### src/rtl/hazard_tnew_tracker_pkg.sv
// Shared constants and helpers for the Tnew/Tuse hazard tracker.
package hazard_tnew_tracker_pkg;

  localparam logic [2:0] NOTUSE = 3'd7;

  localparam logic [1:0] FWD_GRF = 2'd0;
  localparam logic [1:0] FWD_E   = 2'd1;
  localparam logic [1:0] FWD_M   = 2'd2;
  localparam logic [1:0] FWD_W   = 2'd3;

  localparam logic [1:0] TNEW_ZERO = 2'd0;  // lui, jal
  localparam logic [1:0] TNEW_ALU  = 2'd1;  // ALU ops, mfhi, mflo
  localparam logic [1:0] TNEW_LOAD = 2'd2;  // loads

  typedef struct packed {
    logic       valid;
    logic [4:0] a3;
    logic [1:0] tnew;
  } slot_t;

  function automatic logic slot_hit(input slot_t s, input logic [4:0] r);
    return s.valid && (s.a3 == r) && (r != 5'd0);
  endfunction

  // The nearest matching producer decides; an older match is shadowed by it.
  function automatic logic op_blocks(input slot_t e, input slot_t m, input logic [4:0] r,
                                     input logic [2:0] tuse);
    if (tuse == NOTUSE) return 1'b0;
    if (slot_hit(e, r)) return {1'b0, e.tnew} > tuse;
    return slot_hit(m, r) && ({1'b0, m.tnew} > tuse);
  endfunction

  function automatic logic [1:0] fwd_sel(input slot_t e, input slot_t m, input slot_t w,
                                         input logic [4:0] r);
    if (slot_hit(e, r)) return FWD_E;
    if (slot_hit(m, r)) return FWD_M;
    if (slot_hit(w, r)) return FWD_W;
    return FWD_GRF;
  endfunction

endpackage

### src/rtl/hazard_tnew_tracker_if.sv
// D-stage demand inputs and hazard outputs of the tracker.
interface hazard_tnew_tracker_if;
  logic [2:0] d_tuse_rs;
  logic [2:0] d_tuse_rt;
  logic [4:0] d_rs;
  logic [4:0] d_rt;
  logic [4:0] d_a3;
  logic [1:0] d_tnew;
  logic       d_md_start;
  logic       d_md_div;
  logic       d_md_use;
  logic       stall;
  logic [1:0] fwd_rs;
  logic [1:0] fwd_rt;
  logic       md_busy;

  modport master (
    output d_tuse_rs, d_tuse_rt, d_rs, d_rt, d_a3, d_tnew, d_md_start, d_md_div, d_md_use,
    input  stall, fwd_rs, fwd_rt, md_busy
  );

  modport slave (
    input  d_tuse_rs, d_tuse_rt, d_rs, d_rt, d_a3, d_tnew, d_md_start, d_md_div, d_md_use,
    output stall, fwd_rs, fwd_rt, md_busy
  );
endinterface

### src/rtl/hazard_md_counter.sv
// HI/LO multiply/divide busy counter: loads on an md start in E, then counts down.
module hazard_md_counter #(
  parameter int unsigned MultCycles = 5,
  parameter int unsigned DivCycles  = 10
) (
  input  logic clk_i,
  input  logic rst_ni,
  input  logic load_i,
  input  logic div_i,
  output logic busy_o
);

  logic [4:0] count_q, count_d;

  // Load on start, otherwise decrement toward zero.
  always_comb begin
    count_d = count_q;
    if (load_i) begin
      count_d = div_i ? 5'(DivCycles) : 5'(MultCycles);
    end else if (count_q != 5'd0) begin
      count_d = count_q - 5'd1;
    end
  end

  // Counter state with synchronous active-low reset.
  always_ff @(posedge clk_i) begin
    if (!rst_ni) count_q <= 5'd0;
    else         count_q <= count_d;
  end

  assign busy_o = (count_q != 5'd0);

endmodule

### src/rtl/hazard_tnew_tracker.sv
// Producer-side hazard unit: E/M/W Tnew tracking, D stall and forwarding selects.
// Optional HI/LO busy tracking is built when MD_HAZARD_EN is defined.
module hazard_tnew_tracker
  import hazard_tnew_tracker_pkg::*;
#(
  parameter int unsigned MULT_CYCLES = 5,
  parameter int unsigned DIV_CYCLES  = 10
) (
  input logic                  clk,
  input logic                  reset,
  hazard_tnew_tracker_if.slave hz
);

  slot_t      e_q, e_d, m_q, m_d, w_slot;
  logic       w_valid_q;
  logic [4:0] w_a3_q;
  logic       rs_stall, rt_stall, md_stall, stall;

  // W results are always ready, so only valid and a3 are kept.
  assign w_slot = '{valid: w_valid_q, a3: w_a3_q, tnew: TNEW_ZERO};

  // Next slot contents: E takes D or a bubble, M ages E by one cycle.
  always_comb begin
    e_d = '0;
    if (!stall) begin
      e_d.valid = 1'b1;
      e_d.a3    = hz.d_a3;
      e_d.tnew  = hz.d_tnew;
    end
    m_d       = e_q;
    m_d.tnew  = (e_q.tnew == 2'd0) ? 2'd0 : e_q.tnew - 2'd1;
  end

  // Pipeline slot registers.
  always_ff @(posedge clk) begin
    if (!reset) begin
      e_q       <= '0;
      m_q       <= '0;
      w_valid_q <= 1'b0;
      w_a3_q    <= 5'd0;
    end else begin
      e_q       <= e_d;
      m_q       <= m_d;
      w_valid_q <= m_q.valid;
      w_a3_q    <= m_q.a3;
    end
  end

`ifdef MD_HAZARD_EN
  logic e_md_start_q, e_md_div_q, md_busy;

  // Track whether E holds a mult/div start.
  always_ff @(posedge clk) begin
    if (!reset) begin
      e_md_start_q <= 1'b0;
      e_md_div_q   <= 1'b0;
    end else begin
      e_md_start_q <= !stall && hz.d_md_start;
      e_md_div_q   <= !stall && hz.d_md_div;
    end
  end

  hazard_md_counter #(
    .MultCycles(MULT_CYCLES),
    .DivCycles (DIV_CYCLES)
  ) u_md_counter (
    .clk_i (clk),
    .rst_ni(reset),
    .load_i(e_md_start_q),
    .div_i (e_md_div_q),
    .busy_o(md_busy)
  );

  assign md_stall = hz.d_md_use && (e_md_start_q || md_busy);
`else
  logic md_busy;
  logic unused_md;

  assign unused_md = ^{hz.d_md_start, hz.d_md_div, hz.d_md_use,
                       5'(MULT_CYCLES), 5'(DIV_CYCLES)};
  assign md_busy   = 1'b0;
  assign md_stall  = 1'b0;
`endif

  // Stall and forwarding decisions from slot state and D demand.
  always_comb begin
    rs_stall  = op_blocks(e_q, m_q, hz.d_rs, hz.d_tuse_rs);
    rt_stall  = op_blocks(e_q, m_q, hz.d_rt, hz.d_tuse_rt);
    stall     = rs_stall | rt_stall | md_stall;
    hz.stall  = stall;
    hz.fwd_rs = fwd_sel(e_q, m_q, w_slot, hz.d_rs);
    hz.fwd_rt = fwd_sel(e_q, m_q, w_slot, hz.d_rt);
    hz.md_busy = md_busy;
  end

endmodule

### src/flat_wrapper.sv
// flat-port wrapper written by rule: the top's interface ports become plain ports
module hazard_tnew_tracker_flat import hazard_tnew_tracker_pkg::*;
#(
  parameter int unsigned MULT_CYCLES = 5,
  parameter int unsigned DIV_CYCLES  = 10
)
  (clk, reset, hz_d_tuse_rs, hz_d_tuse_rt, hz_d_rs, hz_d_rt, hz_d_a3, hz_d_tnew, hz_d_md_start, hz_d_md_div, hz_d_md_use, hz_stall, hz_fwd_rs, hz_fwd_rt, hz_md_busy);
  hazard_tnew_tracker_if hz_i ();
  input logic clk;
  input logic reset;
  input wire logic [$bits(hz_i.d_tuse_rs)-1:0] hz_d_tuse_rs;
  input wire logic [$bits(hz_i.d_tuse_rt)-1:0] hz_d_tuse_rt;
  input wire logic [$bits(hz_i.d_rs)-1:0] hz_d_rs;
  input wire logic [$bits(hz_i.d_rt)-1:0] hz_d_rt;
  input wire logic [$bits(hz_i.d_a3)-1:0] hz_d_a3;
  input wire logic [$bits(hz_i.d_tnew)-1:0] hz_d_tnew;
  input wire logic [$bits(hz_i.d_md_start)-1:0] hz_d_md_start;
  input wire logic [$bits(hz_i.d_md_div)-1:0] hz_d_md_div;
  input wire logic [$bits(hz_i.d_md_use)-1:0] hz_d_md_use;
  output wire logic [$bits(hz_i.stall)-1:0] hz_stall;
  output wire logic [$bits(hz_i.fwd_rs)-1:0] hz_fwd_rs;
  output wire logic [$bits(hz_i.fwd_rt)-1:0] hz_fwd_rt;
  output wire logic [$bits(hz_i.md_busy)-1:0] hz_md_busy;
  assign hz_i.d_tuse_rs = hz_d_tuse_rs;
  assign hz_i.d_tuse_rt = hz_d_tuse_rt;
  assign hz_i.d_rs = hz_d_rs;
  assign hz_i.d_rt = hz_d_rt;
  assign hz_i.d_a3 = hz_d_a3;
  assign hz_i.d_tnew = hz_d_tnew;
  assign hz_i.d_md_start = hz_d_md_start;
  assign hz_i.d_md_div = hz_d_md_div;
  assign hz_i.d_md_use = hz_d_md_use;
  assign hz_stall = hz_i.stall;
  assign hz_fwd_rs = hz_i.fwd_rs;
  assign hz_fwd_rt = hz_i.fwd_rt;
  assign hz_md_busy = hz_i.md_busy;
  hazard_tnew_tracker #(.MULT_CYCLES(MULT_CYCLES), .DIV_CYCLES(DIV_CYCLES)) u_core (.clk(clk), .reset(reset), .hz(hz_i));
endmodule
### config.mk
export PLATFORM = sky130hd
export DESIGN_NAME = hazard_tnew_tracker_flat
export DESIGN_NICKNAME = d
export VERILOG_FILES = /design/src/rtl/hazard_tnew_tracker_pkg.sv /design/src/rtl/hazard_tnew_tracker_if.sv /design/src/rtl/hazard_md_counter.sv /design/src/rtl/hazard_tnew_tracker.sv /design/src/flat_wrapper.sv
export SDC_FILE = /design/constraint.sdc
export NUM_CORES = 1
export LEC_CHECK = 0
export CAP_MARGIN = 10
export CORE_ASPECT_RATIO = 1.5
export CORE_MARGIN = 2
export CORE_UTILIZATION = 52
export CTS_BUF_LIST = sky130_fd_sc_hd__clkbuf_16
export DETAILED_ROUTE_END_ITERATION = 16
export PLACE_DENSITY = 0.88
export SYNTH_ARGS = -nofsm -noshare
export SYNTH_HDL_FRONTEND = slang
export SYNTH_SLANG_ARGS = --single-unit
### constraint.sdc
create_clock -name clk -period 5.49 [get_ports clk]
set_input_delay 1.098 -clock clk [delete_from_list [all_inputs] [get_ports clk]]
set_output_delay 1.098 -clock clk [all_outputs]
set_load 0.1 [all_outputs]
==> results.tsv <==
metric	value	unit
status	finished, final reports clean	
Cells after Synth	145	
final wirelength	2980	µm
Req. time, crit path	4.39	ns
global route overflow	0	
RSZ-0062 raised after global routing	no	
share of cells above drive strength 1	7.47	%
Root Buffer	clkbuf_16	
largest net degree at the start of global routing	22	
Fin Setup TNS	0	ns
clock sinks	22	
Clock Skew	0.00299	ns
Placed Instances	194	
syn_nets	182	
Synth cell types	31	
Final #Nets	212	
max-cap viol count	0	
R2R depth	5	
pin slew with the least headroom to its limit	0.710	ns
final hold viol count	0	
DR WL/cell	15.0	µm
Yosys warnings	0	
io pins	34	
CTS max path bufs	2	
slew margin rel.	52.6	%
Seq/Total Area, Yosys	33.1	%
vias in the first global route	1135	
Cell Count, Final, Fillers Out	198	
Slowest cell on crit path	clkdlybuf4s50_1	
CORE AREA	2450	µm²
Hold Path Class	reg -> reg	
Yosys top cell area share	33.1	%
pwr/cell area	237	nW/µm²
cell accounting for the most synthesized area	dfxtp_1	
Die ar.	2980	µm²
ant diodes	0	
Buffers on Ports	29	
post-DP HPWL	2390	µm
htree depth	1	
Die H	65.9	µm
hold_sp	u_core.e_q[0]$_SDFF_PP0_	
antenna-violating nets left	0	
via count	1129	
Final Instance Area	1700	µm²
Synth Register Bits	22	
CP Max Fanout	9	
final setup fails	0	
Post-CTS Setup Inserts	0	
clk_lat worst skew	0.26	ns
P_leak	0.000688	µW
Tmin final	4.58	ns
CTS resizes	0	
Post-DP Area	1620	µm²
Initial Utilization	54.2	%
Startpoint Class	input pin	
FP Rows	22	
routability cong.	0.773	
Post-route DRC	0	
first-pass GRT wire length	4930	µm
Arrival @ worst endpoint	3.49	ns
WHS Endpoint	u_core.m_q[0]$_SDFF_PP0_	
Syn-to-layout area delta	27.6	%
Setup CP Type	in -> out	
mapped cell area	1330	µm²
hold depth	1	
clock slew at reported path FFs	0.06	ns
syn_area_per_cell	9.16	µm²
Synth area leaders	dfxtp_1 33%, xnor2_1 13%, ha_1 8.5%, xor2_1 6.6%, and2_1 6.1%	
critical-path cell list	clkdlybuf4s50_1 > xnor2_1 > nand4_1 > or4_1 > mux2i_2 > nand3b_1 > buf_4	
Slew Limit Fails	0	
RR Startpoint	u_core.m_q[6]$_SDFF_PN0_	
# fillers	192	
1st-pass router iterations	4	
CP endpoint kind	output port	
worst vdd ir	221	µV
antenna violations before repair	0	
hold_buf cts	0	
Die Wd	45.3	µm
CTS tree	yes	
Worst path max stage delay	0.62	ns
Crit Reg-Reg Endpoint	u_core.e_q[7]$_SDFF_PN0_	
DR iter-0 viols	12	
Period Utilization, post-route	83.5	%
Via density	5.70	
cts bufs inserted	3	
Max Clock Freq	218	MHz
r2r setup slk	3.50	ns
Global Route Usage Sum	22.6	%
==> state kept, by name (all words and copies together) (netlist names) <==
| register | cells |
|---|---|
| u_core.m_q | 8 |
| u_core.e_q | 8 |
| u_core.w_a3_q | 5 |
| u_core.w_valid_q | 1 |
==> where the power goes <==
part           internal [µW]  total (µW)  switching [µW]
Clock                   97.2         153            55.7
Combinational           38.4        76.0            37.6
Sequential               167         174            6.56
Total                    303         403            99.8
==> critical path, delay by kind of cell <==
kind,cells,cell delay (ns)
simple gates,3,0.84
mux,1,0.45
xor+xnor,1,0.16
buf+inv,2,0.93
==> how the worst max path moves through the flow <==
stage / start / to / depth (start not counted)
floorplan: hz_d_tuse_rs[1] / hz_stall / 7
global placement: hz_d_tuse_rs[1] / hz_stall / 9
detailed placement: hz_d_rs[4] / hz_stall / 7
CTS: hz_d_rs[4] / hz_stall / 7
global route: hz_d_tuse_rs[1] / hz_stall / 9
finish: hz_d_rs[4] / hz_stall / 7
==> logic make-up (layout without fill, tap and decap cells) <==
kind of cell | count (synthesis) | count (layout) | share of synthesized area, %
and+or+nand+nor | 59 | 59 | 28.1
xor gates and xnor gates | 30 | 30 | 19.8
DFF | 22 | 22 | 33.1
buffers and inverters | 12 | 41 | 3.77
AOI/OAI and AO/OA | 11 | 11 | 5.46
adders and majority gates | 9 | 9 | 8.47
other | 1 | 1 | 0.282
muxes | 1 | 1 | 1.04
==> Yosys cell counts, drive strengths merged <==
library cell   n
a2111o         1
a211oi         1
a21o           2
a21oi          4
and2          14
buf            2
clkbuf         2
conb           1
dfxtp         22
ha             9
inv            8
mux2i          1
nand2          3
nand2b         1
nand3          7
nand3b         1
nand4          5
nor2           5
nor2b          5
nor3b          8
nor4           5
o2111ai        1
o21ai          2
or3            2
or4            3
xnor2         20
xor2          10
==> through the flow <==
step / total power (µW) / util [%] / hold slack, ns / setup slack (ns)
detailed placement: 253 / 66.0 / 0.405 / 0.918
CTS: 403 / 69.2 / 0.414 / 0.914
global placement: 248 / 66.0 / 0.398 / 0.966
global route: 419 / 69.2 / 0.430 / 0.758
finish: 403 / 69.2 / 0.415 / 0.907
floorplan: 220 / - / 0.392 / 1.25
==> cell usage in the layout, fill, tap and decap left out, drive strengths merged, types with 2 or more instances in the layout <==
cell type	instances
a21o	2
a21oi	4
and2	14
buf	5
clkbuf	3
clkdlybuf4s50	24
dfxtp	22
ha	9
inv	8
nand2	3
nand3	7
nand4	5
nor2	5
nor2b	5
nor3b	8
nor4	5
o21ai	2
or3	2
or4	3
xnor2	20
xor2	10
==> final cells by class <==
type / instances / area [µm²] / area share (%)
clock buffers: 3 / 75.1 / 4.43
well taps: 24 / 30.0 / 1.77
inverters: 8 / 30.0 / 1.77
flip-flops and latches: 22 / 440 / 26.0
repair buffers: 29 / 278 / 16.4
multi-input cells: 111 / 838 / 49.4
clock inverters: 1 / 3.75 / 0.221
==> layer usage <==
layer / track usage, % / wire (µm) / vias to the layer above
met5: 0 / 0 / -
met4: 10.7 / 74 / 0
met3: 3.83 / 91 / 7
met2: 39.6 / 1610 / 25
met1: 25.3 / 1200 / 544
li1: - / - / 553
Power figures use the tool's default switching activity.
